## src/rtl/branch_hazard_unit.sv

```systemverilog
// Branch hazard control for the ID-stage branch comparator: operand forwarding selects,
// front-end stalls for unresolved operands, PC redirect/flush, and saturating statistics.
module branch_hazard_unit #(
    parameter int CNT_W = 16
) (
    input  logic             clk,
    input  logic             rst_n,
    input  logic             IFID_Valid,
    input  logic             IsBranch,
    input  logic [4:0]       IFID_Rs1,
    input  logic [4:0]       IFID_Rs2,
    input  logic             IDEX_RegWrite,
    input  logic             IDEX_MemRead,
    input  logic [4:0]       IDEX_Rd,
    input  logic             EXMEM_RegWrite,
    input  logic             EXMEM_MemRead,
    input  logic [4:0]       EXMEM_Rd,
    input  logic             MEMWB_RegWrite,
    input  logic [4:0]       MEMWB_Rd,
    input  logic             BranchCmp,
    output logic [1:0]       Ctrl_Mux_1_Branch,
    output logic [1:0]       Ctrl_Mux_2_Branch,
    output logic             Stall_PC,
    output logic             Stall_IFID,
    output logic             Bubble_IDEX,
    output logic             PC_Src,
    output logic             Flush_IFID,
    output logic [CNT_W-1:0] Branch_Count,
    output logic [CNT_W-1:0] Taken_Count,
    output logic [CNT_W-1:0] Stall_Count
);

    typedef enum logic [0:0] {IDLE, LOAD_WAIT} state_t;

    localparam logic [1:0] SEL_RF    = 2'b00;
    localparam logic [1:0] SEL_EXMEM = 2'b01;
    localparam logic [1:0] SEL_MEMWB = 2'b10;
    localparam logic [CNT_W-1:0] CNT_MAX = {CNT_W{1'b1}};

    state_t state, state_nxt;

    logic br;
    logic rs1_idex, rs1_exmem, rs1_memwb;
    logic rs2_idex, rs2_exmem, rs2_memwb;
    logic [1:0] need1, need2, need;
    logic [1:0] sel1, sel2;
    logic resolve;

    assign br = IFID_Valid & IsBranch;

    // x0 is hardwired to zero, so a write to it can never create a dependence.
    assign rs1_idex  = IDEX_RegWrite  && (IDEX_Rd  == IFID_Rs1) && (IDEX_Rd  != 5'd0);
    assign rs1_exmem = EXMEM_RegWrite && (EXMEM_Rd == IFID_Rs1) && (EXMEM_Rd != 5'd0);
    assign rs1_memwb = MEMWB_RegWrite && (MEMWB_Rd == IFID_Rs1) && (MEMWB_Rd != 5'd0);
    assign rs2_idex  = IDEX_RegWrite  && (IDEX_Rd  == IFID_Rs2) && (IDEX_Rd  != 5'd0);
    assign rs2_exmem = EXMEM_RegWrite && (EXMEM_Rd == IFID_Rs2) && (EXMEM_Rd != 5'd0);
    assign rs2_memwb = MEMWB_RegWrite && (MEMWB_Rd == IFID_Rs2) && (MEMWB_Rd != 5'd0);

    function automatic logic [1:0] need_of(input logic idex_hit, input logic exmem_hit);
        if (idex_hit)
            return IDEX_MemRead ? 2'd2 : 2'd1;
        else if (exmem_hit && EXMEM_MemRead)
            return 2'd1;
        else
            return 2'd0;
    endfunction

    function automatic logic [1:0] sel_of(input logic exmem_hit, input logic memwb_hit);
        if (exmem_hit && !EXMEM_MemRead)
            return SEL_EXMEM;
        else if (memwb_hit)
            return SEL_MEMWB;
        else
            return SEL_RF;
    endfunction

    assign need1 = need_of(rs1_idex, rs1_exmem);
    assign need2 = need_of(rs2_idex, rs2_exmem);
    assign need  = (need1 > need2) ? need1 : need2;
    assign sel1  = sel_of(rs1_exmem, rs1_memwb);
    assign sel2  = sel_of(rs2_exmem, rs2_memwb);

    // NOTE: state registers use non-blocking assignments so every flop samples pre-edge values.
    always_ff @(posedge clk or negedge rst_n) begin
        if (!rst_n)
            state <= IDLE;
        else
            state <= state_nxt;
    end

    // NOTE: every output of this block gets a default first, so no path can infer a latch.
    always_comb begin
        state_nxt         = state;
        Ctrl_Mux_1_Branch = SEL_RF;
        Ctrl_Mux_2_Branch = SEL_RF;
        Stall_PC          = 1'b0;
        Stall_IFID        = 1'b0;
        Bubble_IDEX       = 1'b0;
        PC_Src            = 1'b0;
        Flush_IFID        = 1'b0;
        resolve           = 1'b0;
        // Outputs stay quiet while reset is held, even with a hazard on the inputs.
        if (rst_n) begin
            case (state)
                IDLE: begin
                    if (br) begin
                        if (need != 2'd0) begin
                            Stall_PC    = 1'b1;
                            Stall_IFID  = 1'b1;
                            Bubble_IDEX = 1'b1;
                            if (need == 2'd2)
                                state_nxt = LOAD_WAIT;
                        end else begin
                            resolve           = 1'b1;
                            Ctrl_Mux_1_Branch = sel1;
                            Ctrl_Mux_2_Branch = sel2;
                            PC_Src            = BranchCmp;
                            Flush_IFID        = BranchCmp;
                        end
                    end
                end
                LOAD_WAIT: begin
                    Stall_PC    = 1'b1;
                    Stall_IFID  = 1'b1;
                    Bubble_IDEX = 1'b1;
                    state_nxt   = IDLE;
                end
                default: state_nxt = IDLE;
            endcase
        end
    end

    always_ff @(posedge clk or negedge rst_n) begin
        if (!rst_n) begin
            Branch_Count <= '0;
            Taken_Count  <= '0;
            Stall_Count  <= '0;
        end else begin
            if (resolve && Branch_Count != CNT_MAX)
                Branch_Count <= Branch_Count + CNT_W'(1);
            if (resolve && BranchCmp && Taken_Count != CNT_MAX)
                Taken_Count <= Taken_Count + CNT_W'(1);
            if (Stall_PC && Stall_Count != CNT_MAX)
                Stall_Count <= Stall_Count + CNT_W'(1);
        end
    end

endmodule

```

## config.mk

```make
export PLATFORM = sky130hd
export DESIGN_NAME = branch_hazard_unit
export DESIGN_NICKNAME = d
export VERILOG_FILES = /design/src/rtl/branch_hazard_unit.sv
export SDC_FILE = /design/constraint.sdc
export NUM_CORES = 1
export LEC_CHECK = 0
export BUFFER_PORTS_ARGS = -buffer_cell sky130_fd_sc_hd__buf_2
export CAP_MARGIN = 5
export CORE_MARGIN = 5
export CORE_UTILIZATION = 56
export CTS_CLUSTER_SIZE = 24
export DETAILED_ROUTE_END_ITERATION = 16
export PLACE_DENSITY = 0.95
export RECOVER_POWER = 100
export SYNTH_ARGS = -nofsm -noshare
export SYNTH_HDL_FRONTEND = slang
export SYNTH_SLANG_ARGS = --single-unit
```

## constraint.sdc

```tcl
create_clock -name clk -period 7.1 [get_ports clk]
set_input_delay 1.42 -clock clk [delete_from_list [all_inputs] [get_ports clk]]
set_output_delay 1.42 -clock clk [all_outputs]
set_load 0.1 [all_outputs]
```

# == Word-level counts from Yosys, hierarchy flattened ==
# Cells that the tools add are included.
# op_classes
addsub,3
n_lt_le_gt_ge,1
n_eq_ne,10
muxes,34
bitwise,2
n_reduce_logical,25
# op_table
operator,n
"adder 16 x 1 -> 16 bit, second input constant",3
"!= test 16 bit, second input constant",3
two-way mux 2 bit,16
== test 5 bit,6
logical AND 1 bit,20
two-way mux 1 bit,16
nonzero test 5 bit,3
one-hot mux 1 bit (2 select lines),2
"== test 2 bit, second input constant",1
> comparator 2 bit,1
nonzero test 2 bit,1
bitwise AND 1 bit,1
logical NOT 1 bit,1
inverter 1 bit,1
# totals
reg_bits,49
inputBits,35
output_inout_bits,57
wordCells,79

# == Logic depth before layout (Yosys ltp) ==
# Gate-level depths: netlist (run 1).
# logic_depth
word_depth,15
ltp_mapped,14
mapped_depth_nobuf,12

# == Least setup slack after synthesis (run 1) ==
# Ideal clock, no wire load.
# synth_timing
path_type,input port to output port
startpoint,input IDEX_Rd[1]
endpoint,output Ctrl_Mux_1_Branch[1]
arrival_time_ps,6794
required_time_ps,5680
setup_slack_ps,-1114
cell_stages,10
path_buffers,0
cell_sequence,or4_4 nor2_4 nor3_1 mux2_2 ha_1 a2bb2oi_1 nor2_1 a22o_4 or3_1 nor4_1
# synth_between
elab_chain_len,11
elab_cells_between_ends,16
cone_classes,order compare: 1; eq/ne: 2; mux: 7; reduce/logical: 6
# synth_rtl
item,line,rtl
start: declaration,14,"input logic [4:0] IDEX_Rd,"
"== test 5 bit, on equally long branches","52, 55",
"logical AND 1 bit, on equally long branches (2 in series)","52, 55",
two-way mux 2 bit,60,if (idex_hit)
> comparator 2 bit,79,assign need = (need1 > need2) ? need1 : need2;
two-way mux 2 bit *,79,
nonzero test 2 bit *,107,if (need != 2'd0) begin
two-way mux 2 bit *,107,
two-way mux 2 bit *,106,if (br) begin
two-way mux 2 bit *,104,case (state)
two-way mux 2 bit *,103,if (rst_n) begin
end: declaration,21,"output logic [1:0] Ctrl_Mux_1_Branch,"
# Mark *: on every way between the ends. The rest lies on a longest branch, timed or not.

# == Worst setup path after layout (run 1) ==
# layout_timing
startpoint,input IFID_Rs2[2]
endpoint,output PC_Src
# layout_between
elab_chain_len,13
elab_cells_between_ends,16
cone_classes,order compare: 1; eq/ne: 2; mux: 7; reduce/logical: 6
# layout_rtl
item,line,rtl
start: declaration,11,"input logic [4:0] IFID_Rs2,"
== test 5 bit,56,assign rs2_exmem = EXMEM_RegWrite && (EXMEM_Rd == IFID_Rs2) && (EXMEM_Rd != 5'd0);
logical AND 1 bit (2 in series),56,
logical AND 1 bit,62,else if (exmem_hit && EXMEM_MemRead)
two-way mux 1 bit,62,
two-way mux 2 bit *,60,
> comparator 2 bit,79,
two-way mux 2 bit *,79,
nonzero test 2 bit *,107,
two-way mux 1 bit *,107,
two-way mux 1 bit *,106,
two-way mux 1 bit *,104,
two-way mux 1 bit *,103,
end: declaration,26,"output logic PC_Src,"
# Marks and branches as above.

==> results of run 1 <==
[power breakdown]
group / total, W / leakage, nW / internal [W] / switching, W
Combinational: 0.000312 / 0.869 / 0.0000566 / 0.000256
Sequential: 0.000334 / 0.665 / 0.000304 / 0.0000304
Clock: 0.000238 / 0.0687 / 0.000142 / 0.0000967
Total: 0.000885 / 1.60 / 0.000502 / 0.000383
[metal layers]
| metal | track usage (%) | routed length [um] | vias to the layer above |
|---|---|---|---|
| met2 | 35.4 | 3500 | 87 |
| met4 | 7.16 | 124 | 0 |
| met5 | 0 | 0 | - |
| met3 | 4.44 | 475 | 8 |
| li1 | - | - | 1242 |
| met1 | 25.3 | 2860 | 1249 |
[layout make-up]
class,count,area (um^2),area share (%)
Tap cell,72,90.1,2.51
Multi-Input combinational cell,236,1700,47.4
Timing Repair Buffer,93,400,11.2
Sequential cell,49,1230,34.2
Inverter,8,30.0,0.838
Clock inverter,3,68.8,1.92
Clock buffer,5,68.8,1.92
[through the flow]
stage                     hold slack (ps)  std cells  TNS, ps
after detailed placement              475        458        0
after floorplan                       486        304    -2230
final                                 493        466        0
after global placement                469        458        0
after global routing                  518        466        0
after CTS                             492        466        0
[flip-flops by register name, summed over array words and instances, names as in the netlist]
name,cells
Branch_Count,16
Stall_Count,16
Taken_Count,16
state,1
[worst min path at each step]
stage               depth (start not counted)             start                to  slack, ps
CTS                                         1   Taken_Count[10]   Taken_Count[10]        490
detailed placement                          1   Taken_Count[10]   Taken_Count[10]        470
floorplan                                   1             state             state        490
finish                                      1    Stall_Count[9]    Stall_Count[9]        490
global route                                1  Branch_Count[15]  Branch_Count[15]        520
global placement                            1    Taken_Count[5]    Taken_Count[5]        470
[logic make-up after synthesis]
logic type               share of synthesized area (%)
AND/OR/NAND/NOR                                   26.6
multiplexers                                      2.90
AO/OA/AOI/OAI                                     4.37
adder cells (fa/ha/maj)                           2.45
flip-flops                                        40.0
XOR/XNOR                                          20.5
buffers and inverters                             3.14
[cells in the final DEF (no fill, tap or decap), types with 5 or more instances in the layout]
master / synthesis / layout
clkbuf_1: 4 / 52
and2_1: 7 / 7
clkbuf_8: 0 / 5
nand2_1: 20 / 20
ha_1: 6 / 6
xnor2_1: 46 / 46
nand4_1: 19 / 19
mux2_2: 7 / 7
and3_1: 20 / 20
dfrtp_1: 49 / 49
buf_2: 2 / 35
xor2_1: 24 / 24
nor3_1: 10 / 11
inv_1: 8 / 8
clkbuf_2: 0 / 6
nand3_1: 26 / 26
nor2_1: 11 / 11
==> flow_summary.toml, run 1 <==
[outcome]
status = "finished, violations left"
violations = "capacitance limit, slew limit"

[power]
p_total_w = 0.000885
ir_drop_mv = 0.201
p_per_area_nw_per_um2 = 247
power.leakage_nw = 1.60

[synth]
yosys.cell_types.count = 49
synth_area_um2 = 3070
synthFlopType = "dfrtp_1"
syn_nets = 345
ys_seq_elements = 49
async_reset_ff_share_pct = 100
synth-edff-count = 0
yosysTopAreaCell = "dfrtp_1"
yosysMostFrequentCell = "dfrtp_1"
synth_warnings = 0
ys_seq_area_share_pct = 40.0
avgSynthCellArea_um2 = 10.1
synth.area.top_cells = "dfrtp_1, xnor2_1, xor2_1"
synth_top_area_share_pct = 40.0
syn_inst = 304
synthTopCellsByCount = "dfrtp_1, xnor2_1, nand3_1, xor2_1"

[grt]
grt_pass1_wl_um = 12100
grt_overflow_total = 0
grtUsageTotal_pct = 20.6
grt_antenna_before_repair = 0
grt_pass1_vias = 2645
grt_max_degree = 52

[cts]
ctsResizeCount = 0
htree_levels = 2
cts_buffers = 5
clk_latency_ps = 300
clockRootBuffer = "clkbuf_8"
clockBufferDepth = 2
clk_pin_slew_ps = 90
clock-sinks = 49
post-cts-setup-buffers = 0
cts-hold-fix-buffers = 0
cts_tree = "built"

[setup_path]
crit_top_cell = "nor2_1"
arrival_ps = 5120
path_cells = "clkbuf_1 -> xnor2_1 -> nand4_1 -> nor4_2 -> nand2_1 -> ha_1 -> nor2_1 -> a2bb2oi_1 -> nor2_1 -> a22o_4 -> nor3_1 -> and2_1 -> clkbuf_2"
rr_startpoint = "Taken_Count[2]"
cp_top_family = "simple AND/OR/NAND/NOR gates"
worstSetupStartpoint = "IFID_Rs2[2]"
cp_num_cells = 13
crit_slowest_cell = "nor3_1"
cp_max_fo = 6
r2r_cells = 7
reg2reg_slack_ps = 3790
timing.rr.end = "Taken_Count[15]"
cp.required_ps = 5680
crit_path_start_kind = "primary input"
slowest_delay_ps = 610
end_kind = "output port"
path_class = "in -> out"
crit_end = "PC_Src"
critPathBufInv = 2

[floorplan]
num_rows = 27
io_pins = 92
dieArea_um2 = 7060
core_um2 = 5410
initial_core_util_pct = 56.7
die_w_um = 84
die_h_um = 84

[place]
dp_slack_ps = 687
place_congestion = 0.877
port_buffers = 91
dpl_cell_area_um2 = 3560
hpwl_um = 5590

[final_layout]
drive_above_1_share_pct = 15.7
fin_area_um2 = 3580
diodes = 0
nets = 434
final_util_pct = 66.3
nFillCells = 469
areaGrowthSynthToFinish_pct = 16.9

[drt]
postRouteAntennaNets = 0
first_pass_iters = 4
vias_per_cell = 5.55
first_iter_violations = 98
route.detailed.drc = 0
via_count = 2586
drt-total-wl_um = 6960
wl_per_cell_um = 14.9

[timing]
hold_viol_final = 0
fmax_mhz = 153
worst_slew_pin_slew_ps = 2590
period_share_pct = 92.1
worst_slack_ps = 560
relSlewSlack_pct = -72.7
setup_violations = 0
rsz0062_at_grt = "false"
finClkSkew_ps = 6.82
drv_slew = 68
fin_crit_ps = 6540

[min_path]
hp-class = "reg -> reg"

[flow_run]
max_cap_violations = 2
No activity file was read; power rests on OpenSTA's default activity.
==> run 2: changes to the inputs <==
--- a/config.mk
+++ b/config.mk
@@ -8,10 +8,10 @@
 export BUFFER_PORTS_ARGS = -buffer_cell sky130_fd_sc_hd__buf_2
 export CAP_MARGIN = 5
 export CORE_MARGIN = 5
-export CORE_UTILIZATION = 56
+export CORE_UTILIZATION = 27
 export CTS_CLUSTER_SIZE = 24
 export DETAILED_ROUTE_END_ITERATION = 16
-export PLACE_DENSITY = 0.95
+export PLACE_DENSITY = 0.57
 export RECOVER_POWER = 100
 export SYNTH_ARGS = -nofsm -noshare
 export SYNTH_HDL_FRONTEND = slang
==> flow_summary.toml, run 2 (synthesis results as in run 1) <==
[outcome]
status = "finished, violations left"
violations = "capacitance limit, slew limit"

[drt]
drt-total-wl_um = 7860
route.detailed.drc = 0
postRouteAntennaNets = 0
vias_per_cell = 4.85
first_pass_iters = 4
wl_per_cell_um = 14.6
first_iter_violations = 109
via_count = 2608

[cts]
ctsResizeCount = 0
clockBufferDepth = 2
clk_pin_slew_ps = 70
post-cts-setup-buffers = 0
cts-hold-fix-buffers = 0
clockRootBuffer = "clkbuf_16"
clk_latency_ps = 290
clock-sinks = 49
cts_tree = "built"
cts_buffers = 5
htree_levels = 2

[setup_path]
arrival_ps = 5070
crit_path_start_kind = "primary input"
cp_max_fo = 6
path_class = "in -> out"
reg2reg_slack_ps = 3570
cp.required_ps = 5680
end_kind = "output port"

[power]
power.leakage_nw = 1.60
p_per_area_nw_per_um2 = 248
ir_drop_mv = 0.182

[timing]
period_share_pct = 91.4
whs_ps = 494
drv_slew = 16
worst_slew_pin_slew_ps = 2360
rsz0062_at_grt = "false"
setup_tns_ps = 0
worst_slack_ps = 610
relSlewSlack_pct = -58.8
setup_violations = 0
fmax_mhz = 154
finClkSkew_ps = 5.33
hold_viol_final = 0
fin_crit_ps = 6490

[grt]
grt_overflow_total = 0
grt_pass1_wl_um = 12700
grt_pass1_vias = 2701
grtUsageTotal_pct = 11.7
grt_antenna_before_repair = 1
grt_max_degree = 52

[min_path]
hp-class = "reg -> reg"

[place]
dp_slack_ps = 680
place_congestion = 0.863
port_buffers = 91
dpl_cell_area_um2 = 3650
hpwl_um = 6130

[flow_run]
max_cap_violations = 1

[final_layout]
reg_top3 = "Branch_Count (16), Stall_Count (16), Taken_Count (16)"
nFillCells = 1186
final_util_pct = 32.8
fin_area_um2 = 3700
nets = 434
final_cell_mix = "clkbuf_1, dfrtp_1, xnor2_1"
register_area_um2 = 1230
drive_above_1_share_pct = 14.7
multi_input_area_um2 = 1690
final_common_cell = "clkbuf_1"
areaGrowthSynthToFinish_pct = 20.5

[floorplan]
die_w_um = 117
die_h_um = 117
initial_core_util_pct = 27.2
io_pins = 92
num_rows = 39
core_um2 = 11300
dieArea_um2 = 13600
## run 2: per-layer routing
metal  track usage [%]  routed length [um]  vias up
li1                  -                   -     1255
met1              15.0                3610     1254
met2              18.9                3520       86
met3              2.90                 537       13
met4              4.74                 199        0
met5                 0                   0        -
## run 2: where the power goes
| group | total, W | leakage, nW | switching [W] | internal [W] |
|---|---|---|---|---|
| logic | 0.000311 | 0.854 | 0.000256 | 0.0000556 |
| registers | 0.000334 | 0.665 | 0.0000301 | 0.000304 |
| clock network | 0.000272 | 0.0811 | 0.000105 | 0.000167 |
## run 2: critical path, stage by stage
cell,delay (ps)
clkbuf_1,200
xnor2_1,150
nand4_1,120
nor4_2,440
nand2_1,160
ha_1,320
nor2_1,110
a2bb2oi_1,400
nor2b_1,190
a22o_1,260
nor3_1,130
o21ai_1,250
clkbuf_1,900
## run 2: through the flow
stage                     std cells  total power [W]
final                           538         0.000917
after global routing            538         0.000957
after CTS                       537         0.000940
after detailed placement        529         0.000662
after global placement          529         0.000657
after floorplan                 304         0.000589
## run 2: layout make-up
type	instances	area share, %
multi-input cells	236	45.7
clock buffers	6	3.49
repair buffers	93	10.8
flip-flops and latches	49	33.2
clock inverters	2	1.05
inverters	8	0.812
diodes	1	0.0677
well taps	143	4.84
## run 2: worst paths after layout
path | to | startpoint | cells past startpoint
max reg2reg | Taken_Count[11] | Taken_Count[2] | 7
max | Stall_IFID | IFID_Rs2[0] | 13
min in group asynchronous | Branch_Count[15] | rst_n | 2
min reg2reg | Branch_Count[9] | Branch_Count[9] | 1
max in group asynchronous | Taken_Count[10] | rst_n | 2
min | Branch_Count[9] | Branch_Count[9] | 1
